===== config.mk =====
export PLATFORM = sky130hd
export DESIGN_NAME = deser_arbiter
export DESIGN_NICKNAME = d
export VERILOG_FILES = /design/src/rtl/deser_arbiter.sv
export SDC_FILE = /design/constraint.sdc
export NUM_CORES = 1
export LEC_CHECK = 0
export CAP_MARGIN = 20
export CORE_UTILIZATION = 39
export CTS_BUF_LIST = sky130_fd_sc_hd__clkbuf_4 sky130_fd_sc_hd__clkbuf_8
export DETAILED_ROUTE_END_ITERATION = 8
export GPL_TIMING_DRIVEN = 0
export PLACE_DENSITY_LB_ADDON = 0.08
export SLEW_MARGIN = 20
export SYNTH_ARGS = -nofsm -noshare
export SYNTH_HDL_FRONTEND = slang
export SYNTH_SLANG_ARGS = --single-unit

===== constraint.sdc =====
create_clock -name clk_i -period 1.9 [get_ports clk_i]
set_clock_uncertainty 0.05 [all_clocks]
set_input_delay 0.38 -clock clk_i [delete_from_list [all_inputs] [get_ports clk_i]]
set_output_delay 0.38 -clock clk_i [all_outputs]
set_load 0.005 [all_outputs]

===== src/rtl/deser_arbiter.sv =====
// deser_arbiter: round-robin arbiter sharing one deserializer between
// CHANNELS serial sources, one DATA_BUS_WIDTH-bit word per grant.
// Optional feature: define DESER_ARB_WATCHDOG_EN to add a stall watchdog
// that aborts a word after TIMEOUT_CYCLES consecutive idle cycles.
`timescale 1ns/1ps

module deser_arbiter #(
  parameter int CHANNELS       = 4,
  parameter int DATA_BUS_WIDTH = 16,
  parameter int TIMEOUT_CYCLES = 64
) (
  input  logic                          clk_i,
  input  logic                          arst_n_i,
  input  logic [CHANNELS-1:0]           req_i,
  input  logic [CHANNELS-1:0]           data_i,
  input  logic [CHANNELS-1:0]           data_val_i,
  output logic [CHANNELS-1:0]           gnt_o,
  output logic                          busy_o,
  output logic                          ser_data_o,
  output logic                          ser_data_val_o,
  output logic                          deser_srst_o,
  output logic [$clog2(CHANNELS)-1:0]   word_ch_o,
  output logic                          word_ch_val_o,
  output logic                          abort_o
);

  localparam int CW   = $clog2(CHANNELS);
  localparam int CNTW = $clog2(DATA_BUS_WIDTH) + 1;

  // Elaboration-time sanity checks on the configuration
  if (CHANNELS < 2) begin : g_bad_channels
    $error("deser_arbiter: CHANNELS must be at least 2");
  end
  if (TIMEOUT_CYCLES < 1) begin : g_bad_timeout
    $error("deser_arbiter: TIMEOUT_CYCLES must be at least 1");
  end

  typedef enum logic {
    IDLE,
    XFER
  } state_t;

  state_t              state;
  state_t              state_nxt;
  logic [CHANNELS-1:0] gnt;
  logic [CHANNELS-1:0] gnt_nxt;
  logic [CW-1:0]       gnt_idx;
  logic [CW-1:0]       gnt_idx_nxt;
  logic [CW-1:0]       ptr;
  logic [CW-1:0]       ptr_nxt;
  logic [CNTW-1:0]     cnt;
  logic [CNTW-1:0]     cnt_nxt;
  logic [CW-1:0]       word_ch;
  logic [CW-1:0]       word_ch_nxt;
  logic                word_ch_val;
  logic                word_ch_val_nxt;
  logic                deser_srst;
  logic                deser_srst_nxt;
  logic                do_grant;

  logic [CHANNELS-1:0] req_eff;
  logic                win_found;
  logic [CW-1:0]       win_idx;
  logic [CW:0]         cand;

  logic                cur_val;
  logic                timeout;

  // The granted channel's own request is ignored while it holds the grant,
  // which also gives it lowest priority at re-arbitration.
  assign req_eff = req_i & ~gnt;
  assign cur_val = data_val_i[gnt_idx];

  // Round-robin search: first requester at or after ptr, wrapping around
  always_comb begin
    win_found = 1'b0;
    win_idx   = '0;
    cand      = '0;
    for (int i = 0; i < CHANNELS; i++) begin
      cand = {1'b0, ptr} + (CW+1)'(i);
      if (cand >= (CW+1)'(CHANNELS)) begin
        cand = cand - (CW+1)'(CHANNELS);
      end
      if (!win_found && req_eff[cand[CW-1:0]]) begin
        win_found = 1'b1;
        win_idx   = cand[CW-1:0];
      end
    end
  end

  // Next-state logic: grant, bit counting, word completion and abort
  always_comb begin
    state_nxt       = state;
    gnt_nxt         = gnt;
    gnt_idx_nxt     = gnt_idx;
    ptr_nxt         = ptr;
    cnt_nxt         = cnt;
    word_ch_nxt     = word_ch;
    word_ch_val_nxt = 1'b0;
    deser_srst_nxt  = 1'b0;
    do_grant        = 1'b0;

    case (state)
      IDLE: begin
        if (win_found) begin
          do_grant = 1'b1;
        end
      end
      XFER: begin
        if (cur_val) begin
          if (cnt == CNTW'(DATA_BUS_WIDTH - 1)) begin
            cnt_nxt         = '0;
            word_ch_nxt     = gnt_idx;
            word_ch_val_nxt = 1'b1;
            if (win_found) begin
              do_grant = 1'b1;
            end else begin
              gnt_nxt   = '0;
              state_nxt = IDLE;
            end
          end else begin
            cnt_nxt = cnt + 1'b1;
          end
        end else if (timeout) begin
          gnt_nxt        = '0;
          cnt_nxt        = '0;
          state_nxt      = IDLE;
          deser_srst_nxt = 1'b1;
        end
      end
      default: begin
        state_nxt = IDLE;
        gnt_nxt   = '0;
      end
    endcase

    if (do_grant) begin
      state_nxt   = XFER;
      gnt_nxt     = CHANNELS'(1) << win_idx;
      gnt_idx_nxt = win_idx;
      ptr_nxt     = (win_idx == CW'(CHANNELS - 1)) ? '0 : win_idx + 1'b1;
    end
  end

  // State register; deser_srst sits high in reset to flush the deserializer
  always_ff @(posedge clk_i or negedge arst_n_i) begin
    if (!arst_n_i) begin
      state       <= IDLE;
      gnt         <= '0;
      gnt_idx     <= '0;
      ptr         <= '0;
      cnt         <= '0;
      word_ch     <= '0;
      word_ch_val <= 1'b0;
      deser_srst  <= 1'b1;
    end else begin
      state       <= state_nxt;
      gnt         <= gnt_nxt;
      gnt_idx     <= gnt_idx_nxt;
      ptr         <= ptr_nxt;
      cnt         <= cnt_nxt;
      word_ch     <= word_ch_nxt;
      word_ch_val <= word_ch_val_nxt;
      deser_srst  <= deser_srst_nxt;
    end
  end

`ifdef DESER_ARB_WATCHDOG_EN
  localparam int SW = $clog2(TIMEOUT_CYCLES + 1);

  logic [SW-1:0] stall;
  logic          abort;

  // This edge is the TIMEOUT_CYCLES-th consecutive stalled cycle
  assign timeout = (state == XFER) && !cur_val &&
                   (stall == SW'(TIMEOUT_CYCLES - 1));

  // Stall counter: clears on any valid bit or outside a transfer
  always_ff @(posedge clk_i or negedge arst_n_i) begin
    if (!arst_n_i) begin
      stall <= '0;
    end else if ((state != XFER) || cur_val || timeout) begin
      stall <= '0;
    end else begin
      stall <= stall + 1'b1;
    end
  end

  // One-cycle abort pulse registered on the timeout edge
  always_ff @(posedge clk_i or negedge arst_n_i) begin
    if (!arst_n_i) begin
      abort <= 1'b0;
    end else begin
      abort <= timeout;
    end
  end

  assign abort_o = abort;
`else
  assign timeout = 1'b0;
  assign abort_o = 1'b0;
`endif

  assign gnt_o          = gnt;
  assign busy_o         = |gnt;
  assign ser_data_o     = busy_o ? data_i[gnt_idx] : 1'b0;
  assign ser_data_val_o = cur_val & busy_o;
  assign deser_srst_o   = deser_srst;
  assign word_ch_o      = word_ch;
  assign word_ch_val_o  = word_ch_val;

endmodule


==> summary.txt, run 1 <==
Floorplan
  • Die width: roughly 52 um
  • Number of I/O pins: 26
  • Core area: between 0.002 and 0.0025 mm2
  • Starting Density: between 40% and 50%
  • Row count: 17
  • Die height: 52.38 um
  • Total die area: 0.002743 mm2

STA
  • Tcrit/Tclk final: 104.8%
  • PnR worst setup slack: -0.09186 ns
  • Worst-Margin Slew: approximately 0.80 ns
  • Worst rel slew slack: a little under half
  • Hold_ws: 0.4434 ns
  • Min Tclk post-route: ~2.0 ns
  • Slew Limit Fails: 0
  • Fin. Hold Viols: 0
  • Finish-stage setup viols: 5
  • RSZ-0062 raised after global routing: yes
  • Max Clk Rate: 0.5020 GHz

Synthesis
  • Synth Flop Type: dfrtp_1
  • Count of state elements after synthesis: 18
  • Adder-Cell Fraction of Synth Area: 6.321%
  • Top post-synthesis cells by area: dfrtp_1 43%, ha_1 6.3%, mux2_4 4.6%, a22o_1 3.5%, mux2_2 3.4%
  • Mux cell area share after synthesis: 13.91%
  • EDFF count, synth: 0
  • Simple-gate area share of the yosys netlist: about 16%
  • Syn. warnings: 0
  • Synth Area in XOR/XNOR: less than 1%
  • Top cell type's share of synthesized area: 42.98%
  • Mean post-synth cell area: around 12 um2
  • Largest family of logic cells by synthesized area: simple AND/OR/NAND/NOR gates
  • Area leader, netlist: dfrtp_1
  • Compound-cell area share of the yosys netlist: 12.64%
  • Synth Instances: 85
  • Mapped Area: 989.7 um2
  • Sequential share of the synthesized area: between 40% and 50%
  • Ys async rst share: between 90% and 100%
  • Yosys cell types: 36

Flow run
  • Max-cap check violation count: 0

Clock network
  • CTS HTree Levels: 1
  • CTS Sinks: 18
  • Hold Buf Count CTS: 0
  • TritonCTS clock tree: built
  • Clock Tree Buf Depth: 2
  • Clock transition at the registers of the reported paths: around 0.11 ns
  • Num CTS Buffers: 3
  • Worst-Skew Late Latency: roughly 0.3 ns
  • Root buffer cell: clkbuf_4

Worst setup path
  • Critical Path End Type: primary output
  • Reg2reg setup slack: -0.05 ns
  • CP top delay family: multiplexers
  • Crit-path cells: buf_6, mux4_2, nor2b_1, buf_2
  • CP bufs+invs: 2
  • Reg2reg path depth: 6
  • Worst path max stage delay: 0.49 ns
  • R2R Path End: gnt_idx[1]
  • Worst Setup SP: gnt_idx[0]
  • CP max FO: 2
  • Critical Path AT: between 1.5 and 2 ns
  • Worst Path Required: between 1 and 1.5 ns
  • Crit path max-delay cell type: mux4_2
  • WS Path Type: reg -> out
  • Critical Path Stages: 4
  • Crit path launch type: flip-flop
  • Reg-to-reg startpoint: gnt_idx[0]

Route
  • 1st-iter DRT viols: 8
  • DRT antenna net count: 0
  • Drt wl/cell: about 14 um
  • Routed via count: a little under 800
  • DRT Wirelength: about 2100 um
  • First drt pass iteration count: 4
  • Drt drc: 0
  • Routed vias/inst: between 5 and 6

Placement
  • Detailed Place HPWL: roughly 1400 um
  • GPL Wtd Cong: between 0.7 and 0.8
  • IO buf count: 24

Power
  • VDD IR-drop max: approximately 0.9 mV
  • Leakage: 0.7400 nW
  • Comb pwr share: a little over half
  • Pint: approximately 1.3 mW
  • Sequential power share: between 30 and 40%
  • Total power: just under 2 mW
  • Clock network power share: 12.5%
  • Switch Pwr: 0.6885 mW
  • Sw frac: about a third
  • Power Density: 1341 mW/mm2

Global routing
  • Global route total overflow: 0
  • Global-route wire length before repair: ~3600 um
  • Number of global-route vias before repair: between 700 and 800
  • Antenna violations before repair: 0
  • Largest net degree at the start of global routing: 19
  • Overall routing resource usage: between 10% and 20%

Run status
  • Violated checks: negative setup slack
  • Status: complete, but fails checks

Cells and area
  • Fill count: ~190
  • Commonest non-fill, non-tap cell in the layout: clkdlybuf4s50_1
  • Ant diodes: 0
  • Most frequent cells in the layout: 19 x clkdlybuf4s50_1, 15 x dfrtp_1, 11 x buf_4
  • Layout cells sized above 1: between 30% and 40%
  • P&R area growth vs syn: 47.53%
  • Net total in the final layout: between 100 and 150

Hold path
  • Worst Hold Endpoint: cnt[4]
  • Worst hold stages: 1
  • Hold Path Class: reg -> reg
  • Hold wc startpoint: cnt[4]
[sequential cells by signal, indices dropped and copies added, names as in the netlist]
signal         cells
cnt                5
deser_srst_o       1
gnt_idx            2
gnt_o              4
ptr                2
state              1
word_ch_o          2
word_ch_val_o      1
[cell families (layout without fill, tap and decap cells)]
| family | Yosys count | after routing |
|---|---|---|
| xor+xnor | 1 | 1 |
| other cells | 1 | 2 |
| flops | 18 | 18 |
| simple gates | 28 | 28 |
| fa+ha+maj | 5 | 5 |
| compound gates | 15 | 15 |
| buf+inv | 8 | 47 |
| mux | 9 | 9 |
[worst max-delay path by stage]
stage / to / slack (ns)
after detailed placement: ptr[1] / -0.52
after global placement: ptr[1] / -0.51
final: ser_data_val_o / -0.09
after floorplan: ptr[1] / 0.02
after global routing: ser_data_val_o / -0.15
after CTS: ser_data_val_o / -0.1
[metal layers]
| layer | vias to the layer above | track usage, % | share of wire (%) |
|---|---|---|---|
| met5 | - | 0 | 0 |
| met4 | 0 | 11.84 | 2.5 |
| met3 | 4 | 2.609 | 3.8 |
| met2 | 23 | 27.00 | 46 |
| met1 | 391 | 24.77 | 47 |
| li1 | 378 | - | - |
[worst reg2reg max path, stage by stage (launching register included)]
cell     delay [ns]
dfrtp_1        0.40
buf_6          0.11
mux4_2         0.49
buf_4          0.16
a21o_1         0.17
nor2b_4        0.17
mux2_4         0.31
[power by group through the flow]
| stage | clock [mW] | sequential [mW] | combinational, mW |
|---|---|---|---|
| finish | 0.244 | 0.653 | 1.06 |
| CTS | 0.254 | 0.646 | 0.989 |
| floorplan | 0 | 0.617 | 0.480 |
| global placement | 0 | 0.646 | 0.776 |
| global route | 0.268 | 0.672 | 1.16 |
| detailed placement | 0 | 0.648 | 0.788 |
[synth_stat cells (2+ instances only)]
master,instances
dfrtp_1,17
nand2_1,8
inv_1,6
ha_1,5
a22o_1,4
nor2b_1,4
mux2_2,3
mux2_4,3
nand2b_1,3
nor2_1,3
a21o_1,2
nand3b_1,2
o21a_1,2
[stage by stage]
| step | instances | worst slack (ns) | area (um2) | setup TNS (ns) | util, % |
|---|---|---|---|---|---|
| 2_1_floorplan | 86 | 0.01931 | 993.5 | 0 | - |
| 3_3_place_gp | 138 | -0.5135 | 1269 | -4.082 | 55.23 |
| 3_5_place_dp | 138 | -0.5157 | 1269 | -4.202 | 55.23 |
| 4_1_cts | 150 | -0.09603 | 1406 | -0.3208 | 61.22 |
| 5_1_grt | 153 | -0.1534 | 1460 | -0.8861 | 63.56 |
| 6_report | 153 | -0.09186 | 1460 | -0.3308 | 63.56 |
[repair_timing]
action                     4_1_cts  5_1_grt
setup endpoints to repair       10       13
buffers inserted                 9        3
pin swaps                        3        6
resized for setup               24       11
[area by class of cell]
type                    instances  area [um2]  share of cell area (%)
multi-input cells              60       576.8                   39.50
well taps                      28       35.03                   2.399
inverters                       6       22.52                   1.542
flip-flops and latches         18       454.2                   31.11
plain buffers                   1       7.507                  0.5141
repair buffers                 36       327.8                   22.45
clock buffers                   4       36.28                   2.485
(Power assumes the default switching activity.)
==> run 2: changes to the inputs <==
- CORE_MARGIN: default -> 10
==> run 2 against run 1 <==
Against the previous run:
- the flow still finishes with violations (negative setup slack)
- first-iteration DRC count rose to 7.3 times the previous value
- sequential cell count did not move
- register-to-register slack barely moved
- sequential share of layout area fell by 0.45 points
- utilization fell by 3.2 points
- largest power group unchanged
- largest cell class unchanged
==> summary.txt, run 2 (synthesis results as in run 1) <==
Run status
  • Status: complete, but fails checks
  • Violated checks: negative setup slack

STA
  • RSZ-0062 raised after global routing: yes
  • PnR worst setup slack: -0.08621 ns (+0.005645 ns)
  • Final TNS setup: -0.3156 ns (+0.01524 ns)
  • Max Clk Rate: 0.5035 GHz (+0.28%)
  • Min Tclk post-route: 1.986 ns (-0.005645 ns)
  • Tcrit/Tclk final: 104.5% (-0.30 points)
  • Finish-stage setup viols: 6 (+1)
  • Worst-Margin Slew: 0.8179 ns (+0.01531 ns)
  • Slew Limit Fails: 0 (unchanged)
  • Fin. Hold Viols: 0 (unchanged)
  • Worst rel slew slack: 45.30% (-1.0 points)

Cells and area
  • Biggest register: cnt
  • P&R area growth vs syn: 49.68%
  • Fill count: 226 (+20%)
  • Layout cells sized above 1: 33.60% (-0.80 points)
  • Commonest non-fill, non-tap cell in the layout: clkdlybuf4s50_1
  • Net total in the final layout: 145 (unchanged)
  • Utilization after layout: 60.35% (-3.2 points)
  • Ant diodes: 0 (unchanged)
  • Max FFs per register: 5 (unchanged)
  • Most frequent cells in the layout: 20 x clkdlybuf4s50_1, 15 x dfrtp_1, 9 x buf_4

Route
  • Routed vias/inst: 4.923 (-5.4%)
  • Drt wl/cell: 15.23 um (+9.9%)
  • First drt pass iteration count: 3 (-1)
  • DRT antenna net count: 0 (unchanged)
  • Drt drc: 0 (unchanged)
  • DRT Wirelength: 2360 um (+11%)
  • 1st-iter DRT viols: 58 (+50)
  • Routed via count: 763 (-4.1%)

Clock network
  • Num CTS Buffers: 3 (unchanged)
  • Clock transition at the registers of the reported paths: 0.11 ns (about the same)
  • CTS HTree Levels: 1 (unchanged)
  • Root buffer cell: clkbuf_4
  • TritonCTS clock tree: built
  • Hold Buf Count CTS: 0 (unchanged)
  • Worst-Skew Late Latency: 0.29 ns (about the same)
  • Clock Tree Buf Depth: 2 (unchanged)
  • CTS Sinks: 18 (unchanged)

Worst setup path
  • Critical Path End Type: primary output
  • CP max FO: 2 (unchanged)
  • Critical Path AT: 1.56 ns (about the same)
  • Reg2reg setup slack: -0.05 ns (about the same)
  • Worst Path Required: 1.47 ns (about the same)
  • Crit path launch type: flip-flop
  • WS Path Type: reg -> out

Global routing
  • Global route total overflow: 0 (unchanged)
  • Number of global-route vias before repair: 880 (+13%)
  • Global-route wire length before repair: 4057 um (+14%)
  • Overall routing resource usage: 9.831% (-8.5 points)
  • Largest net degree at the start of global routing: 19 (unchanged)
  • Antenna violations before repair: 0 (unchanged)

Placement
  • Setup WS pre-CTS: -0.5288 ns (-0.01308 ns)
  • Detailed Place HPWL: 1681 um (+17%)
  • GPL Wtd Cong: 0.6889 (-8.8%)
  • IO buf count: 24 (unchanged)

Floorplan
  • Core area: 0.002455 mm2 (+6.9%)
  • Number of I/O pins: 26 (unchanged)
  • Row count: 18 (+1)
  • Total die area: 0.004953 mm2 (+81%)
  • Die height: 70.38 um (+34%)
  • Starting Density: 40.32% (-2.8 points)
  • Die width: 70.38 um (+34%)

Hold path
  • Hold Path Class: reg -> reg

Power
  • Leakage: 0.7265 nW (-1.8%)
  • Total power: 2.021 mW (+3.2%)
  • Power Density: 1364 mW/mm2 (+1.7%)
  • VDD IR-drop max: 0.8496 mV (-6.4%)

Flow run
  • Max-cap check violation count: 0 (unchanged)
run 2: cell count changes in the layout (fill, tap and decap cells not counted), sizes merged:
cell and change:
dlymetal6s2s -2, clkdlybuf4s50 +1, dlygate4sd2 +1
run 2: worst max-delay path: stages, from the launching register on:
cell     delay (ns)
dfrtp_1        0.40
buf_6          0.11
mux4_2         0.50
nor2b_4        0.14
buf_6          0.11
run 2: layout make-up:
type                    instances  area, um2  share of cell area, %
clock buffers                   4      36.28                  2.449
inverters                       6      22.52                  1.520
plain buffers                   1      7.507                 0.5068
repair buffers                 36      335.3                  22.64
well taps                      30      37.54                  2.534
multi-input cells              60      588.1                  39.70
flip-flops and latches         18      454.2                  30.66
run 2: layer usage:
metal,global-route usage [%],up-vias,share of wire [%]
met5,0,-,0
met2,16.17,17,49
met4,3.947,0,1.3
met1,11.26,364,44
met3,3.390,4,6.1
li1,-,378,-
run 2: timing repair:
item	4_1_cts	5_1_grt
pin swaps	5	6
setup buffers	11	1
endpoints found under the setup margin	10	12
gates resized for setup	24	14
run 2: worst paths after layout:
check | from | endpoint | depth (start not counted)
setup / recovery | gnt_idx[0] | ser_data_val_o | 4
hold / removal | cnt[4] | cnt[4] | 1
setup reg to reg | gnt_idx[0] | gnt_idx[1] | 6
hold reg to reg | cnt[4] | cnt[4] | 1
max in group asynchronous | arst_n_i | gnt_o[2] | 1
min in group asynchronous | arst_n_i | cnt[1] | 1
run 2: through the flow:
stage / instance area (um2) / std cells / hold WS (ns)
global route: 1481 / 155 / 0.4724
detailed placement: 1271 / 140 / 0.4231
floorplan: 993.5 / 86 / 0.03441
finish: 1481 / 155 / 0.4435
global placement: 1271 / 140 / 0.4180
CTS: 1433 / 154 / 0.4478
run 2: power by group:
part / total, mW / switching (mW) / internal, mW / leakage, nW
registers: 0.654 / 0.145 / 0.509 / 0.224
clock network: 0.241 / 0.124 / 0.117 / 0.0210
logic: 1.13 / 0.436 / 0.690 / 0.482
